<file path="config.mk">
export PLATFORM = sky130hd
export DESIGN_NAME = radix8_booth_seq_mult
export DESIGN_NICKNAME = d
export VERILOG_FILES = /design/src/rtl/radix8_booth_seq_mult.sv
export SDC_FILE = /design/constraint.sdc
export NUM_CORES = 1
export LEC_CHECK = 0
export ABC_AREA = 0
export CAP_MARGIN = 15
export CORE_MARGIN = 3
export CORE_UTILIZATION = 40
export CTS_CLUSTER_DIAMETER = 120
export DETAILED_ROUTE_END_ITERATION = 8
export SYNTH_ARGS = -nofsm -noshare
export SYNTH_HDL_FRONTEND = slang
export SYNTH_SLANG_ARGS = --single-unit
</file>
<file path="constraint.sdc">
create_clock -name clk -period 3.4 [get_ports clk]
set_clock_uncertainty 0.2 [all_clocks]
set_input_delay 0.68 -clock clk [delete_from_list [all_inputs] [get_ports clk]]
set_output_delay 0.68 -clock clk [all_outputs]
set_load 0.02 [all_outputs]
</file>
<file path="src/rtl/radix8_booth_seq_mult.sv">
// Sequential radix-8 Booth multiplier: one Booth group per cycle behind a start/busy/done handshake.
// Optional early exit when the remaining Booth digits are all zero: define BOOTH8_EARLY_TERM_EN.
module radix8_booth_seq_mult #(
  parameter int unsigned K = 8
) (
  input  logic           clk,
  input  logic           rst,
  input  logic           start,
  input  logic           tc,
  input  logic [K-1:0]   x,
  input  logic [K-1:0]   a,
  output logic [2*K-1:0] product,
  output logic           busy,
  output logic           done
);

  localparam int unsigned ITER = (K + 1 + 2) / 3;
  localparam int unsigned XW   = 3 * ITER;
  localparam int unsigned HW   = K + 5;
  localparam int unsigned FW   = HW + XW;
  localparam int unsigned PW   = 2 * K;
  localparam int unsigned CW   = (ITER > 1) ? $clog2(ITER) : 1;

  typedef enum logic [1:0] {S_IDLE, S_PRECOMP, S_ITER, S_DONE} state_t;

  state_t        state;
  logic [HW-1:0] acc;
  logic [XW-1:0] mq;
  logic          xm1;
  logic [HW-1:0] a1;
  logic [HW-1:0] a3;
  logic [CW-1:0] cnt;

  logic [3:0]    grp_c;
  logic          neg_c;
  logic [HW-1:0] pp_c;
  logic [HW-1:0] sum_c;
  logic [FW-1:0] full_c;
  logic          last_c;
  logic          finish_c;
  logic [PW-1:0] prod_c;

  // Booth digit select, accumulate, and the combined {acc, mq} arithmetic shift by 3
  always_comb begin
    grp_c = {mq[2:0], xm1};
    pp_c  = '0;
    case (grp_c)
      4'b0001, 4'b0010, 4'b1101, 4'b1110: pp_c = a1;
      4'b0011, 4'b0100, 4'b1011, 4'b1100: pp_c = a1 << 1;
      4'b0101, 4'b0110, 4'b1001, 4'b1010: pp_c = a3;
      4'b0111, 4'b1000:                   pp_c = a1 << 2;
      default:                            pp_c = '0;
    endcase
    neg_c  = grp_c[3] & ~(&grp_c[2:0]);
    sum_c  = acc + (neg_c ? ~pp_c : pp_c) + HW'(neg_c);
    full_c = {{3{sum_c[HW-1]}}, sum_c, mq[XW-1:3]};
    last_c = (cnt == CW'(ITER - 1));
  end

`ifdef BOOTH8_EARLY_TERM_EN
  int            rem_c;
  logic [XW-1:0] mask_c;
  logic          rest_zero_c;

  // Remaining groups are all-zero digits when the unconsumed bits match the held bit;
  // the skipped shifts collapse into one arithmetic shift of the partial result.
  always_comb begin
    rem_c       = 3 * (int'(ITER) - 1 - int'(cnt));
    mask_c      = ~({XW{1'b1}} << rem_c);
    rest_zero_c = (((full_c[XW-1:0] ^ {XW{mq[2]}}) & mask_c) == '0);
    finish_c    = last_c | rest_zero_c;
    prod_c      = PW'($signed(full_c) >>> rem_c);
  end
`else
  assign finish_c = last_c;
  assign prod_c   = full_c[PW-1:0];
`endif

  always_ff @(posedge clk or negedge rst) begin
    if (!rst) begin
      state   <= S_IDLE;
      acc     <= '0;
      mq      <= '0;
      xm1     <= 1'b0;
      a1      <= '0;
      a3      <= '0;
      cnt     <= '0;
      product <= '0;
      busy    <= 1'b0;
      done    <= 1'b0;
    end else begin
      done <= 1'b0;
      case (state)
        S_IDLE: begin
          if (start) begin
            a1    <= {{(HW-K){tc & a[K-1]}}, a};
            mq    <= {{(XW-K){tc & x[K-1]}}, x};
            xm1   <= 1'b0;
            acc   <= '0;
            cnt   <= '0;
            busy  <= 1'b1;
            state <= S_PRECOMP;
          end
        end
        S_PRECOMP: begin
          a3    <= a1 + (a1 << 1);
          state <= S_ITER;
        end
        S_ITER: begin
          acc <= full_c[FW-1:XW];
          mq  <= full_c[XW-1:0];
          xm1 <= mq[2];
          cnt <= cnt + CW'(1);
          if (finish_c) begin
            product <= prod_c;
            done    <= 1'b1;
            busy    <= 1'b0;
            state   <= S_DONE;
          end
        end
        S_DONE:  state <= S_IDLE;
        default: state <= S_IDLE;
      endcase
    end
  end

endmodule

</file>
==> results of run 1 <==
## logic make-up after synthesis
kind of cell	count (synthesis)
mux	45
compound gates	94
simple gates	79
buf+inv	32
fa+ha+maj	24
xor+xnor	24
flops	62
## worst reg2reg max path, cell delays in order (launching register included)
cell and delay, ns:
dfrtp_2 0.46, xor2_4 0.20, nor2b_4 0.15, a222oi_1 0.35, xor2_1 0.16, buf_4 0.17, ha_4 0.26, nand3_2 0.06
or3_4 0.34, o2111a_2 0.17, o21ba_2 0.26, xnor2_2 0.14, mux2_2 0.26
## worst min path at each step
stage,startpoint,end,slack (ns),cells past startpoint
final,rst,busy$_DFFE_PN0P_,0.19,1
after global routing,rst,busy$_DFFE_PN0P_,0.24,1
after CTS,rst,product[7]$_DFFE_PN0P_,0.21,1
after detailed placement,product[15]$_DFFE_PN0P_,product[15]$_DFFE_PN0P_,0.26,2
after global placement,product[15]$_DFFE_PN0P_,product[15]$_DFFE_PN0P_,0.26,2
after floorplan,rst,a1[0]$_DFFE_PN0P_,0.18,0
## routing by layer
| metal | vias up | routed length (um) | global-route usage (%) | share of wire (%) |
|---|---|---|---|---|
| met5 | - | 0 | 0 | 0 |
| li1 | 1416 | - | - | - |
| met4 | 0 | 170 | 7.87 | 2.0 |
| met2 | 71 | 3910 | 25.7 | 45 |
| met1 | 1399 | 4240 | 26.1 | 49 |
| met3 | 13 | 370 | 2.84 | 4.3 |
## sequential cells by signal, indices dropped and copies added, names as in the netlist
register,flops
state,2
a1,9
busy,1
done,1
cnt,2
mq,9
product,16
acc,10
a3,11
xm1,1
## repair_timing
item                       in CTS  in global routing
buffers inserted                0                  5
resized for setup               2                 18
setup endpoints to repair       4                 13
pin swaps                       0                  9
## cell type report
class / count / area [um^2]
clock buffer: 13 / 169
multi-input combinational: 266 / 2130
sequential: 62 / 1560
fill: 827 / 4180
tap: 108 / 135
inverter: 16 / 60.1
clock inverter: 3 / 65.1
timing repair buffer: 65 / 588
## metrics by stage
stage	setup WS, ns	hold WS (ns)	std cells	utilization (%)
2_1_floorplan	0.0622	0.184	360	-
3_3_place_gp	0.0714	0.261	512	48.9
3_5_place_dp	-0.000848	0.264	512	48.9
4_1_cts	0.0161	0.212	528	51.6
5_1_grt	-0.0709	0.242	533	52.9
6_report	0.0935	0.194	533	52.9
## layout by cell type (no fill, tap or decap), types with 5 or more instances in the layout
| master | Yosys | layout |
|---|---|---|
| o21ai_0 | 29 | 28 |
| xor2_1 | 9 | 9 |
| inv_1 | 15 | 15 |
| a22o_1 | 9 | 9 |
| clkdlybuf4s50_1 | 0 | 36 |
| a21o_1 | 5 | 5 |
| buf_4 | 1 | 27 |
| xnor2_1 | 13 | 11 |
| nand2_1 | 42 | 42 |
| mux2i_1 | 16 | 15 |
| dfrtp_1 | 62 | 58 |
| clkbuf_8 | 0 | 12 |
| a21oi_1 | 17 | 16 |
| a222oi_1 | 6 | 6 |
| ha_1 | 22 | 21 |
| mux2_2 | 29 | 29 |
| nor2_1 | 13 | 11 |
==> metrics, run 1 <==
relative slew slack=51.1%; vias=2899; dpl hpwl=6.30 mm; layout cells sized above 1=23.3%; Setup-failing EPs final=0; Top Family by Delay on Critical Path=compound AO/OA/AOI/OAI gates; Synth top area share=41.6%; Worst Setup SP=mq[2]$_DFFE_PN0P_; H-tree depth=3; Cell Area, Placed=4350 um^2; initial core utilization=41.9%; Die Width=103 um; Routed Antenna Nets=0; first-pass GRT wire length=14.4 mm; Core Box Area=8890 um^2; CP Cell Sequence=xor2_4 -> nor2b_4 -> a222oi_1 -> xor2_1 -> buf_4 -> ha_4 -> nand3_2 -> or3_4 -> o2111a_2 -> o21ba_2 -> xnor2_2 -> mux2_2; compound-cell area share of the yosys netlist=17.4%; PortBufs=37; ANT cells=0; Sink Count=62; Finished Cell Area=4710 um^2; area delta synth->final=26.3%; r2r startpoint=mq[2]$_DFFE_PN0P_; CTS clk-pin slew, worst paths=0.07 ns; Seq/Total Area, Yosys=41.6%; post-route setup TNS=0 ns; IO Pins=38; Site Rows=34; CTS Buf Count=9; top cells by count, synth=dfrtp_1 (62), nand2_1 (42), mux2_2 (29), o21ai_0 (29), ha_1 (22); number of global-route vias before repair=2824; Initial DRC Count=126; synthesized net count=404; CP startpoint kind=flip-flop; R2R Setup Slk=0.09 ns; clk_lat worst skew=0.34 ns; Overflow after GRT=0; Hold Vio Cnt, Final=0; worst slew pin tran=0.733 ns; post-synthesis mux area share=13.1%; critical path's slowest cell=dfrtp_2; full die area=10500 um^2; Wirelength per Cell=16.3 um; Crit Path Class=reg -> reg; status=complete, no violations; largest family of logic cells by synthesized area=compound AO/OA/AOI/OAI gates; clock buffer depth=2; instance count on the critical path=12; fmax=302 MHz; Die Ht=103 um; Setup crit end kind=flip-flop; Reg-to-Reg End=product[13]$_DFFE_PN0P_; Post-synth EDFFs=0; cts hold-fix bufs=0; fin. max-slew vios=0; Final period util=97.2%; Mapped Avg Cell Area=10.4 um^2; crit path capture=product[13]$_DFFE_PN0P_; Max-Cap Viols=0; top cells by area, synth=dfrtp_1 (42%), mux2_2 (8.8%), ha_1 (7.4%), mux2i_1 (4.3%), nand2_1 (4.2%); worst-case reg-to-reg path depth=12; drt drc=0; RSZ-0062 raised after global routing=true; Synth Area in Simple Gates=9.50%; CP arrival=3.34 ns; worst hold path type=in -> async; WP buf/inv=1; number of synthesized register bits=62; leading register cell type out of synthesis=dfrtp_1; top cell type by total area after synthesis=dfrtp_1; largest stage delay on the critical path=0.46 ns; Pre-antenna DRT Iters=4; synthesized area=3730 um^2; final RePlAce weighted congestion=0.851; Async SR Flop Fraction=100%; number of antenna violations at the first check in global routing=0; most frequent cell after synthesis=dfrtp_1; minimum clock period=3.31 ns; yosys synthesis warning count=0; Cells after Synth=360; WP data required=3.43 ns; vias per cell=5.44; synth unique cells=56; CTS tree=built; Synth Area in Adders=8.46%; Routed Wire Length=8.69 mm; largest net degree at the start of global routing=33; Post-Synth XOR/XNOR Area=6.34%; Nets=464; GRT Util Overall=17.7%; critical path peak fanout=4; CTS root buf=clkbuf_8
Power of run 1 is left out: the tool's default activity adds up to more than one toggle a clock period on the data nets, which glitch-free logic cannot reach.
==> inputs of run 2 (changes only) <==
- CAP_MARGIN: 15 -> 20
- CTS_CLUSTER_SIZE: default -> 28
==> results of run 2 <==
Final layout, timing and power as in run 1 (identical DEF).
Power of run 2 is left out for the same reason.
